**src/rtl/multicycle_ctrl_pkg.sv**
```systemverilog
// Shared encodings for the MIPS-lite multi-cycle controller: states, opcodes,
// function codes, PC-select and ALU-op codes, and the one-hot instruction class.
package multicycle_ctrl_pkg;

    typedef enum logic [3:0] {
        S_FETCH  = 4'd0,
        S_DECODE = 4'd1,
        S_EXEC   = 4'd2,
        S_WB     = 4'd3,
        S_MADDR  = 4'd4,
        S_MRD    = 4'd5,
        S_MWR    = 4'd6,
        S_MWB    = 4'd7,
        S_BRANCH = 4'd8,
        S_JUMP   = 4'd9
    } state_t;

    localparam logic [5:0] OP_RTYPE = 6'b000000;
    localparam logic [5:0] OP_ORI   = 6'b001101;
    localparam logic [5:0] OP_LUI   = 6'b001111;
    localparam logic [5:0] OP_LW    = 6'b100011;
    localparam logic [5:0] OP_SW    = 6'b101011;
    localparam logic [5:0] OP_BEQ   = 6'b000100;
    localparam logic [5:0] OP_J     = 6'b000010;
    localparam logic [5:0] OP_JAL   = 6'b000011;

    localparam logic [5:0] FN_ADDU  = 6'b100001;
    localparam logic [5:0] FN_SUBU  = 6'b100011;
    localparam logic [5:0] FN_JR    = 6'b001000;

    localparam logic [1:0] PCSEL_PC4    = 2'b00;
    localparam logic [1:0] PCSEL_BRANCH = 2'b01;
    localparam logic [1:0] PCSEL_JUMP   = 2'b10;
    localparam logic [1:0] PCSEL_RS     = 2'b11;

    localparam logic [1:0] ALUOP_ADD  = 2'b00;
    localparam logic [1:0] ALUOP_SUB  = 2'b01;
    localparam logic [1:0] ALUOP_FUNC = 2'b10;

    // One-hot instruction class produced by the decoder.
    typedef enum logic [8:0] {
        CLS_R   = 9'b000000001,
        CLS_IMM = 9'b000000010,
        CLS_LW  = 9'b000000100,
        CLS_SW  = 9'b000001000,
        CLS_BEQ = 9'b000010000,
        CLS_J   = 9'b000100000,
        CLS_JAL = 9'b001000000,
        CLS_JR  = 9'b010000000,
        CLS_ILL = 9'b100000000
    } cls_t;

endpackage

```
**src/rtl/multicycle_ctrl_if.sv**
```systemverilog
// Request/ready handshakes between the controller and instruction/data memory.
// A request stays high until the memory answers with ready in the same cycle; the
// access completes on exactly that cycle, and memwrite qualifies a data request.
interface multicycle_ctrl_if;
    logic imem_req;
    logic imem_ready;
    logic dmem_req;
    logic dmem_ready;
    logic memwrite;

    modport master (
        output imem_req,
        output dmem_req,
        output memwrite,
        input  imem_ready,
        input  dmem_ready
    );

    modport slave (
        input  imem_req,
        input  dmem_req,
        input  memwrite,
        output imem_ready,
        output dmem_ready
    );
endinterface

```
**src/rtl/multicycle_ctrl_decode.sv**
```systemverilog
// Combinational op/func classifier: maps the IR opcode and function fields to a
// one-hot instruction class; anything outside the supported subset is CLS_ILL.
module multicycle_ctrl_decode
    import multicycle_ctrl_pkg::*;
(
    input  logic [5:0] op,
    input  logic [5:0] func,
    output cls_t       cls
);

    always_comb begin
        cls = CLS_ILL;
        case (op)
            OP_RTYPE: begin
                if (func == FN_ADDU || func == FN_SUBU) cls = CLS_R;
                else if (func == FN_JR)                 cls = CLS_JR;
                else                                    cls = CLS_ILL;
            end
            OP_ORI, OP_LUI: cls = CLS_IMM;
            OP_LW:          cls = CLS_LW;
            OP_SW:          cls = CLS_SW;
            OP_BEQ:         cls = CLS_BEQ;
            OP_J:           cls = CLS_J;
            OP_JAL:         cls = CLS_JAL;
            default:        cls = CLS_ILL;
        endcase
    end

endmodule

```
**src/rtl/multicycle_ctrl.sv**
```systemverilog
// Multi-cycle Moore sequencer for the MIPS-lite datapath: state register,
// next-state logic, state-decoded control outputs and the retired-instruction counter.
module multicycle_ctrl
    import multicycle_ctrl_pkg::*;
#(
    parameter int CNT_W = 32
) (
    input  logic               clk,
    input  logic               reset,
    input  logic [5:0]         op,
    input  logic [5:0]         func,
    input  logic               zero,
    multicycle_ctrl_if.master  mem,
    output logic               pcwrite,
    output logic [1:0]         pcsel,
    output logic               irwrite,
    output logic               mdrwrite,
    output logic               regdst,
    output logic               alusrc,
    output logic               extop,
    output logic [1:0]         aluop,
    output logic               memtoreg,
    output logic               regwrite,
    output logic               jal,
    output logic               illegal,
    output logic [3:0]         state,
    output logic [CNT_W-1:0]   instr_count
);

    state_t           state_q;
    cls_t             cls;
    cls_t             cls_q;
    logic [CNT_W-1:0] count_q;
    logic             retire;

    multicycle_ctrl_decode u_decode (
        .op   (op),
        .func (func),
        .cls  (cls)
    );

    assign state       = state_q;
    assign instr_count = count_q;

    // An instruction retires on the edge that leaves its final state.
    always_comb begin
        retire = 1'b0;
        case (state_q)
            S_WB, S_MWB, S_BRANCH, S_JUMP: retire = 1'b1;
            S_MWR:                         retire = mem.dmem_ready;
            default:                       retire = 1'b0;
        endcase
    end

    always_ff @(posedge clk) begin
        if (reset) begin
            state_q <= S_FETCH;
            cls_q   <= CLS_ILL;
            count_q <= '0;
        end else begin
            if (retire) count_q <= count_q + 1'b1;
            case (state_q)
                S_FETCH: if (mem.imem_ready) state_q <= S_DECODE;
                S_DECODE: begin
                    cls_q <= cls;
                    case (cls)
                        CLS_R, CLS_IMM:         state_q <= S_EXEC;
                        CLS_LW, CLS_SW:         state_q <= S_MADDR;
                        CLS_BEQ:                state_q <= S_BRANCH;
                        CLS_J, CLS_JAL, CLS_JR: state_q <= S_JUMP;
                        default:                state_q <= S_FETCH;
                    endcase
                end
                S_EXEC:   state_q <= S_WB;
                S_MADDR:  state_q <= (cls_q == CLS_LW) ? S_MRD : S_MWR;
                S_MRD:    if (mem.dmem_ready) state_q <= S_MWB;
                S_MWR:    if (mem.dmem_ready) state_q <= S_FETCH;
                default:  state_q <= S_FETCH;
            endcase
        end
    end

    // Output decode from the state register; reset overrides everything to 0.
    always_comb begin
        mem.imem_req = 1'b0;
        mem.dmem_req = 1'b0;
        mem.memwrite = 1'b0;
        pcwrite      = 1'b0;
        pcsel        = PCSEL_PC4;
        irwrite      = 1'b0;
        mdrwrite     = 1'b0;
        regdst       = 1'b0;
        alusrc       = 1'b0;
        extop        = 1'b0;
        aluop        = ALUOP_ADD;
        memtoreg     = 1'b0;
        regwrite     = 1'b0;
        jal          = 1'b0;
        illegal      = 1'b0;
        if (!reset) begin
            case (state_q)
                S_FETCH: begin
                    mem.imem_req = 1'b1;
                    irwrite      = mem.imem_ready;
                    pcwrite      = mem.imem_ready;
                    pcsel        = PCSEL_PC4;
                end
                S_DECODE: illegal = (cls == CLS_ILL);
                S_EXEC: begin
                    if (cls_q == CLS_R) begin
                        aluop  = ALUOP_FUNC;
                        alusrc = 1'b0;
                    end else begin
                        aluop  = ALUOP_ADD;
                        alusrc = 1'b1;
                        extop  = 1'b0;
                    end
                end
                S_WB: begin
                    regwrite = 1'b1;
                    regdst   = (cls_q == CLS_R);
                end
                S_MADDR: begin
                    alusrc = 1'b1;
                    extop  = 1'b1;
                    aluop  = ALUOP_ADD;
                end
                S_MRD: begin
                    mem.dmem_req = 1'b1;
                    mdrwrite     = mem.dmem_ready;
                end
                S_MWR: begin
                    mem.dmem_req = 1'b1;
                    mem.memwrite = 1'b1;
                end
                S_MWB: begin
                    regwrite = 1'b1;
                    memtoreg = 1'b1;
                    regdst   = 1'b0;
                end
                S_BRANCH: begin
                    aluop   = ALUOP_SUB;
                    alusrc  = 1'b0;
                    pcsel   = PCSEL_BRANCH;
                    pcwrite = zero;
                end
                S_JUMP: begin
                    pcwrite  = 1'b1;
                    pcsel    = (cls_q == CLS_JR) ? PCSEL_RS : PCSEL_JUMP;
                    regwrite = (cls_q == CLS_JAL);
                    jal      = (cls_q == CLS_JAL);
                end
                default: ;
            endcase
        end
    end

endmodule

```
**src/flat_wrapper.sv**
```systemverilog
// flat-port wrapper written by rule: the top's interface ports become plain ports
module multicycle_ctrl_flat import multicycle_ctrl_pkg::*;
#(
    parameter int CNT_W = 32
)
  (clk, reset, op, func, zero, pcwrite, pcsel, irwrite, mdrwrite, regdst, alusrc, extop, aluop, memtoreg, regwrite, jal, illegal, state, instr_count, mem_imem_req, mem_dmem_req, mem_memwrite, mem_imem_ready, mem_dmem_ready);
  multicycle_ctrl_if mem_i ();
  input  logic clk;
  input  logic reset;
  input  logic [5:0] op;
  input  logic [5:0] func;
  input  logic zero;
  output logic pcwrite;
  output logic [1:0] pcsel;
  output logic irwrite;
  output logic mdrwrite;
  output logic regdst;
  output logic alusrc;
  output logic extop;
  output logic [1:0] aluop;
  output logic memtoreg;
  output logic regwrite;
  output logic jal;
  output logic illegal;
  output logic [3:0] state;
  output logic [CNT_W-1:0] instr_count;
  output wire logic [$bits(mem_i.imem_req)-1:0] mem_imem_req;
  output wire logic [$bits(mem_i.dmem_req)-1:0] mem_dmem_req;
  output wire logic [$bits(mem_i.memwrite)-1:0] mem_memwrite;
  input wire logic [$bits(mem_i.imem_ready)-1:0] mem_imem_ready;
  input wire logic [$bits(mem_i.dmem_ready)-1:0] mem_dmem_ready;
  assign mem_imem_req = mem_i.imem_req;
  assign mem_dmem_req = mem_i.dmem_req;
  assign mem_memwrite = mem_i.memwrite;
  assign mem_i.imem_ready = mem_imem_ready;
  assign mem_i.dmem_ready = mem_dmem_ready;
  multicycle_ctrl #(.CNT_W(CNT_W)) u_core (.clk(clk), .reset(reset), .op(op), .func(func), .zero(zero), .mem(mem_i), .pcwrite(pcwrite), .pcsel(pcsel), .irwrite(irwrite), .mdrwrite(mdrwrite), .regdst(regdst), .alusrc(alusrc), .extop(extop), .aluop(aluop), .memtoreg(memtoreg), .regwrite(regwrite), .jal(jal), .illegal(illegal), .state(state), .instr_count(instr_count));
endmodule
```
**config.mk**
```make
export PLATFORM = sky130hd
export DESIGN_NAME = multicycle_ctrl_flat
export DESIGN_NICKNAME = d
export VERILOG_FILES = /design/src/rtl/multicycle_ctrl_pkg.sv /design/src/rtl/multicycle_ctrl_if.sv /design/src/rtl/multicycle_ctrl_decode.sv /design/src/rtl/multicycle_ctrl.sv /design/src/flat_wrapper.sv
export SDC_FILE = /design/constraint.sdc
export NUM_CORES = 1
export LEC_CHECK = 0
export ABC_AREA = 1
export CAP_MARGIN = 20
export CORE_AREA = 2 2 84 86
export CTS_CLUSTER_SIZE = 12
export DETAILED_ROUTE_END_ITERATION = 12
export DIE_AREA = 0 0 86 88
export GPL_TIMING_DRIVEN = 0
export PLACE_DENSITY = 0.82
export REMOVE_ABC_BUFFERS = 1
export SYNTH_ARGS = -nofsm -noshare
export SYNTH_HDL_FRONTEND = slang
export SYNTH_SLANG_ARGS = --single-unit
```
**constraint.sdc**
```tcl
create_clock -name clk -period 1.29 [get_ports clk]
set_input_delay 0.258 -clock clk [delete_from_list [all_inputs] [get_ports clk]]
set_output_delay 0.258 -clock clk [all_outputs]
set_load 0.02 [all_outputs]
```
==> out/qor.yml <==
finish:
  layout.nets: 685
  antennaDiodeCount: 0
  final_area_sq_mm: 0.00564
  syn2layout_area_growth_pct: 89.9
  multi_input_area_sq_mm: 0.00258
  fillCellCount: 366
  seq_area_sq_um: 998
  drive_gt1_share_pct: 51.9
die:
  die_y_microns: 88
  die_area_sq_mm: 0.00757
  core_area_sq_mm: 0.00664
  start_util_pct: 44.7
  rows: 30
  die_w_microns: 86
  ios: 70
routing:
  drt-total-wl_microns: 13900
  wire_per_inst_microns: 18.6
  vias: 4373
  drt-pass1-iter-count: 5
  vias_per_cell: 5.85
  initialDrtViolationCount: 395
  ant_nets: 0
  route.detailed.drc: 0
grt:
  grt_overflow: 0
  grt_max_degree: 44
  gr-usage-all-layers_pct: 31.0
  grt_pass1_wl_microns: 18600
  grt_pass1_vias: 3937
  antenna_found_initial: 0
setup_path:
  worstReg2RegStart: "u_core.state[3]$_SDFFE_PP0P_"
  crit_type: "reg2out"
  endpoint_kind: "output port"
  cp_max_fo: 3
  arrival_ps: 1610
  cpPeakStageDelay_ps: 350
  startpoint: "u_core.cls_q[5]$_SDFFE_PP0P_"
  cp-start-kind: "flop"
  critPathBufInv: 1
  crit_chain: "nor2_4 > nand2_2 > nor2_2 > nand4_1 > a31o_2 > buf_6"
  required_ps: 1030
  slowest_stage: "dfxtp_2"
  crit_family: "simple AND/OR/NAND/NOR gates"
synth:
  synth_mux_area_share_pct: 0
  yosysSeqAreaShare_pct: 30.3
  synth.avg_cell_area_sq_um: 5.75
  synth.ff_latch_count: 45
  syn_inst: 517
  syn_area_sq_mm: 0.00297
  yosysWarnings: 0
  synthAdderAreaFrac_pct: 0.421
  synth_top_family_by_area: "simple AND/OR/NAND/NOR gates"
  synth.distinct_cells: 28
  synth-compound-area-share_pct: 11.8
  synthXorXnorAreaFrac_pct: 3.24
  synth-simple-area-share_pct: 45.1
clock_tree:
  tritoncts: "yes"
  htreeDepth: 2
  clockBufferDepth: 2
  numCtsBuffers: 5
  cts-root-buf: "clkbuf_8"
  cts.clk_slew.worst_paths_ps: 110
  tritoncts_num_sinks: 45
  clk_latency_ps: 320
sta:
  finalClockSkew_ps: 16.0
  fmax_mhz: 535
  finalSetupViolations: 59
  setup_slack_ps: -578
  finalMaxSlewViolations: 0
  rsz0062_at_grt: "true"
  slew_headroom_pct: 68.4
  post-route-min-period_ps: 1870
  tightest_slew_ps: 470
  period_share_pct: 145
  finalHoldViolCount: 0
placed_design:
  dp_hpwl_microns: 6050
  gp_congestion: 0.910
  io_buffers: 69
  place_area_sq_mm: 0.00367
outcome:
  violations: "negative setup slack"
  status: "complete, but fails checks"
power_and_ir_drop:
  p_per_area_mw_per_mm2: 628
  leakage_nw: 2.17
  totalPowerFinal_mw: 3.55
  ir_drop_v: 0.000391
worst_hold_path:
  hp-start: "op[3]"
  min_path_type: "in2reg"
run:
  max_cap_viol_count: 0
final cells by class:
| class | instances | share of cell area, % |
|---|---|---|
| Timing Repair Buffer | 153 | 27.7 |
| Sequential cell | 45 | 17.7 |
| Clock inverter | 3 | 0.510 |
| Clock buffer | 5 | 1.22 |
| Timing Repair inverter | 3 | 1.24 |
| Inverter | 49 | 4.23 |
| Tap cell | 80 | 1.77 |
| Multi-Input combinational cell | 410 | 45.7 |
logic make-up after synthesis:
logic type | count (synthesis)
buffers and inverters | 63
AND/OR/NAND/NOR | 332
flip-flops | 45
AO/OA/AOI/OAI | 65
adder cells (fa/ha/maj) | 1
XOR/XNOR | 11
routing by layer:
| metal | part of all wire [%] | routed length (microns) | track usage, % | vias to the layer above |
|---|---|---|---|---|
| li1 | - | - | - | 1949 |
| met1 | 35 | 4910 | 34.2 | 2009 |
| met2 | 50 | 7000 | 57.2 | 321 |
| met3 | 8.2 | 1140 | 5.00 | 94 |
| met4 | 6.3 | 882 | 15.7 | 0 |
| met5 | 0 | 0 | 0 | - |
sequential cells by signal, summed over array words and instances, names as in the netlist:
register / cells
u_core.state: 4
u_core.instr_count: 32
u_core.cls_q: 9
final timing paths:
check / cells after the start / end / slack, ps
worst max-delay path: 6 / alusrc / -580
worst min-delay path: 3 / u_core.cls_q[3]$_SDFFE_PP0P_ / 220
worst max register to register: 10 / u_core.instr_count[4]$_SDFFE_PP0P_ / -520
worst min register to register: 2 / u_core.instr_count[30]$_SDFFE_PP0P_ / 490
placed cells by master (no fill, tap or decap), types with 3 or more instances in the layout:
| master | instances |
|---|---|
| a21oi_1 | 14 |
| a21oi_2 | 26 |
| buf_12 | 7 |
| buf_4 | 55 |
| buf_6 | 45 |
| buf_8 | 4 |
| clkbuf_2 | 4 |
| clkbuf_8 | 5 |
| clkdlybuf4s15_1 | 3 |
| clkdlybuf4s15_2 | 29 |
| clkdlybuf4s50_1 | 3 |
| dfxtp_1 | 7 |
| dfxtp_2 | 18 |
| dfxtp_4 | 20 |
| inv_1 | 35 |
| inv_2 | 8 |
| inv_6 | 3 |
| inv_8 | 3 |
| nand2_1 | 132 |
| nand2_2 | 16 |
| nand2_4 | 34 |
| nand3_1 | 28 |
| nand3_2 | 4 |
| nand3_4 | 3 |
| nand4_1 | 7 |
| nor2_1 | 64 |
| nor2_2 | 12 |
| nor2_4 | 19 |
| nor3_2 | 5 |
| nor3_4 | 3 |
| o21ai_0 | 10 |
| o21ai_2 | 4 |
| o21ai_4 | 3 |
| o22ai_2 | 3 |
| xnor2_1 | 4 |
| xor2_1 | 7 |
where the power goes:
part	leakage (nW)	total, mW	switching [mW]	internal (mW)
registers	0.389	1.46	0.0562	1.40
logic	1.73	1.06	0.545	0.514
clock network	0.0511	1.03	0.617	0.411
total	2.17	3.55	1.22	2.33
cell usage after synthesis:
cell type	instances	share of area, %
inv_1	43	5.4
o22ai_1	4	0.84
nand4_1	7	1.5
dfxtp_1	45	30
nand3_2	1	0.34
nor2_2	1	0.21
buf_2	1	0.17
xnor2_1	4	1.2
a31oi_1	1	0.21
ha_1	1	0.42
nor2_4	1	0.38
clkbuf_1	6	0.76
buf_6	2	0.76
inv_2	6	0.76
nor2_1	93	12
nand2_1	183	23
nor3_1	10	1.7
o21bai_1	1	0.25
nand3_1	34	5.7
a21oi_1	40	6.7
a211oi_1	1	0.25
buf_4	5	1.3
xor2_1	7	2.1
o21ai_4	1	0.55
a31o_2	1	0.29
nand2_2	1	0.21
nor4_1	1	0.21
o21ai_0	16	2.7
tightest hold or removal path: cells and delay by family:
kind            cells  cell delay (ps)
simple gates        1               90
compound gates      1               60
buf+inv             1              110
repair_timing:
action | 4_1_cts | 5_1_grt
endpoints found under the setup margin | 98 | 74
resized for setup | 436 | 175
buffers inserted | 90 | 25
pin swaps | 58 | 55
hold buffers | 0 | 0
cloned | 5 | 1
stage by stage:
stage | cells | utilization [%] | setup TNS (ps) | setup WS [ps] | hold WS, ps
detailed placement | 652 | 55.3 | -54040 | -1270 | 488
finish | 748 | 85.0 | -23520 | -578 | 221
CTS | 732 | 73.7 | -18890 | -531 | 221
floorplan | 503 | - | -25530 | -923 | 327
global route | 748 | 85.0 | -25290 | -641 | 235
global placement | 652 | 55.3 | -87230 | -2460 | 482
Power figures use the tool's default switching activity.
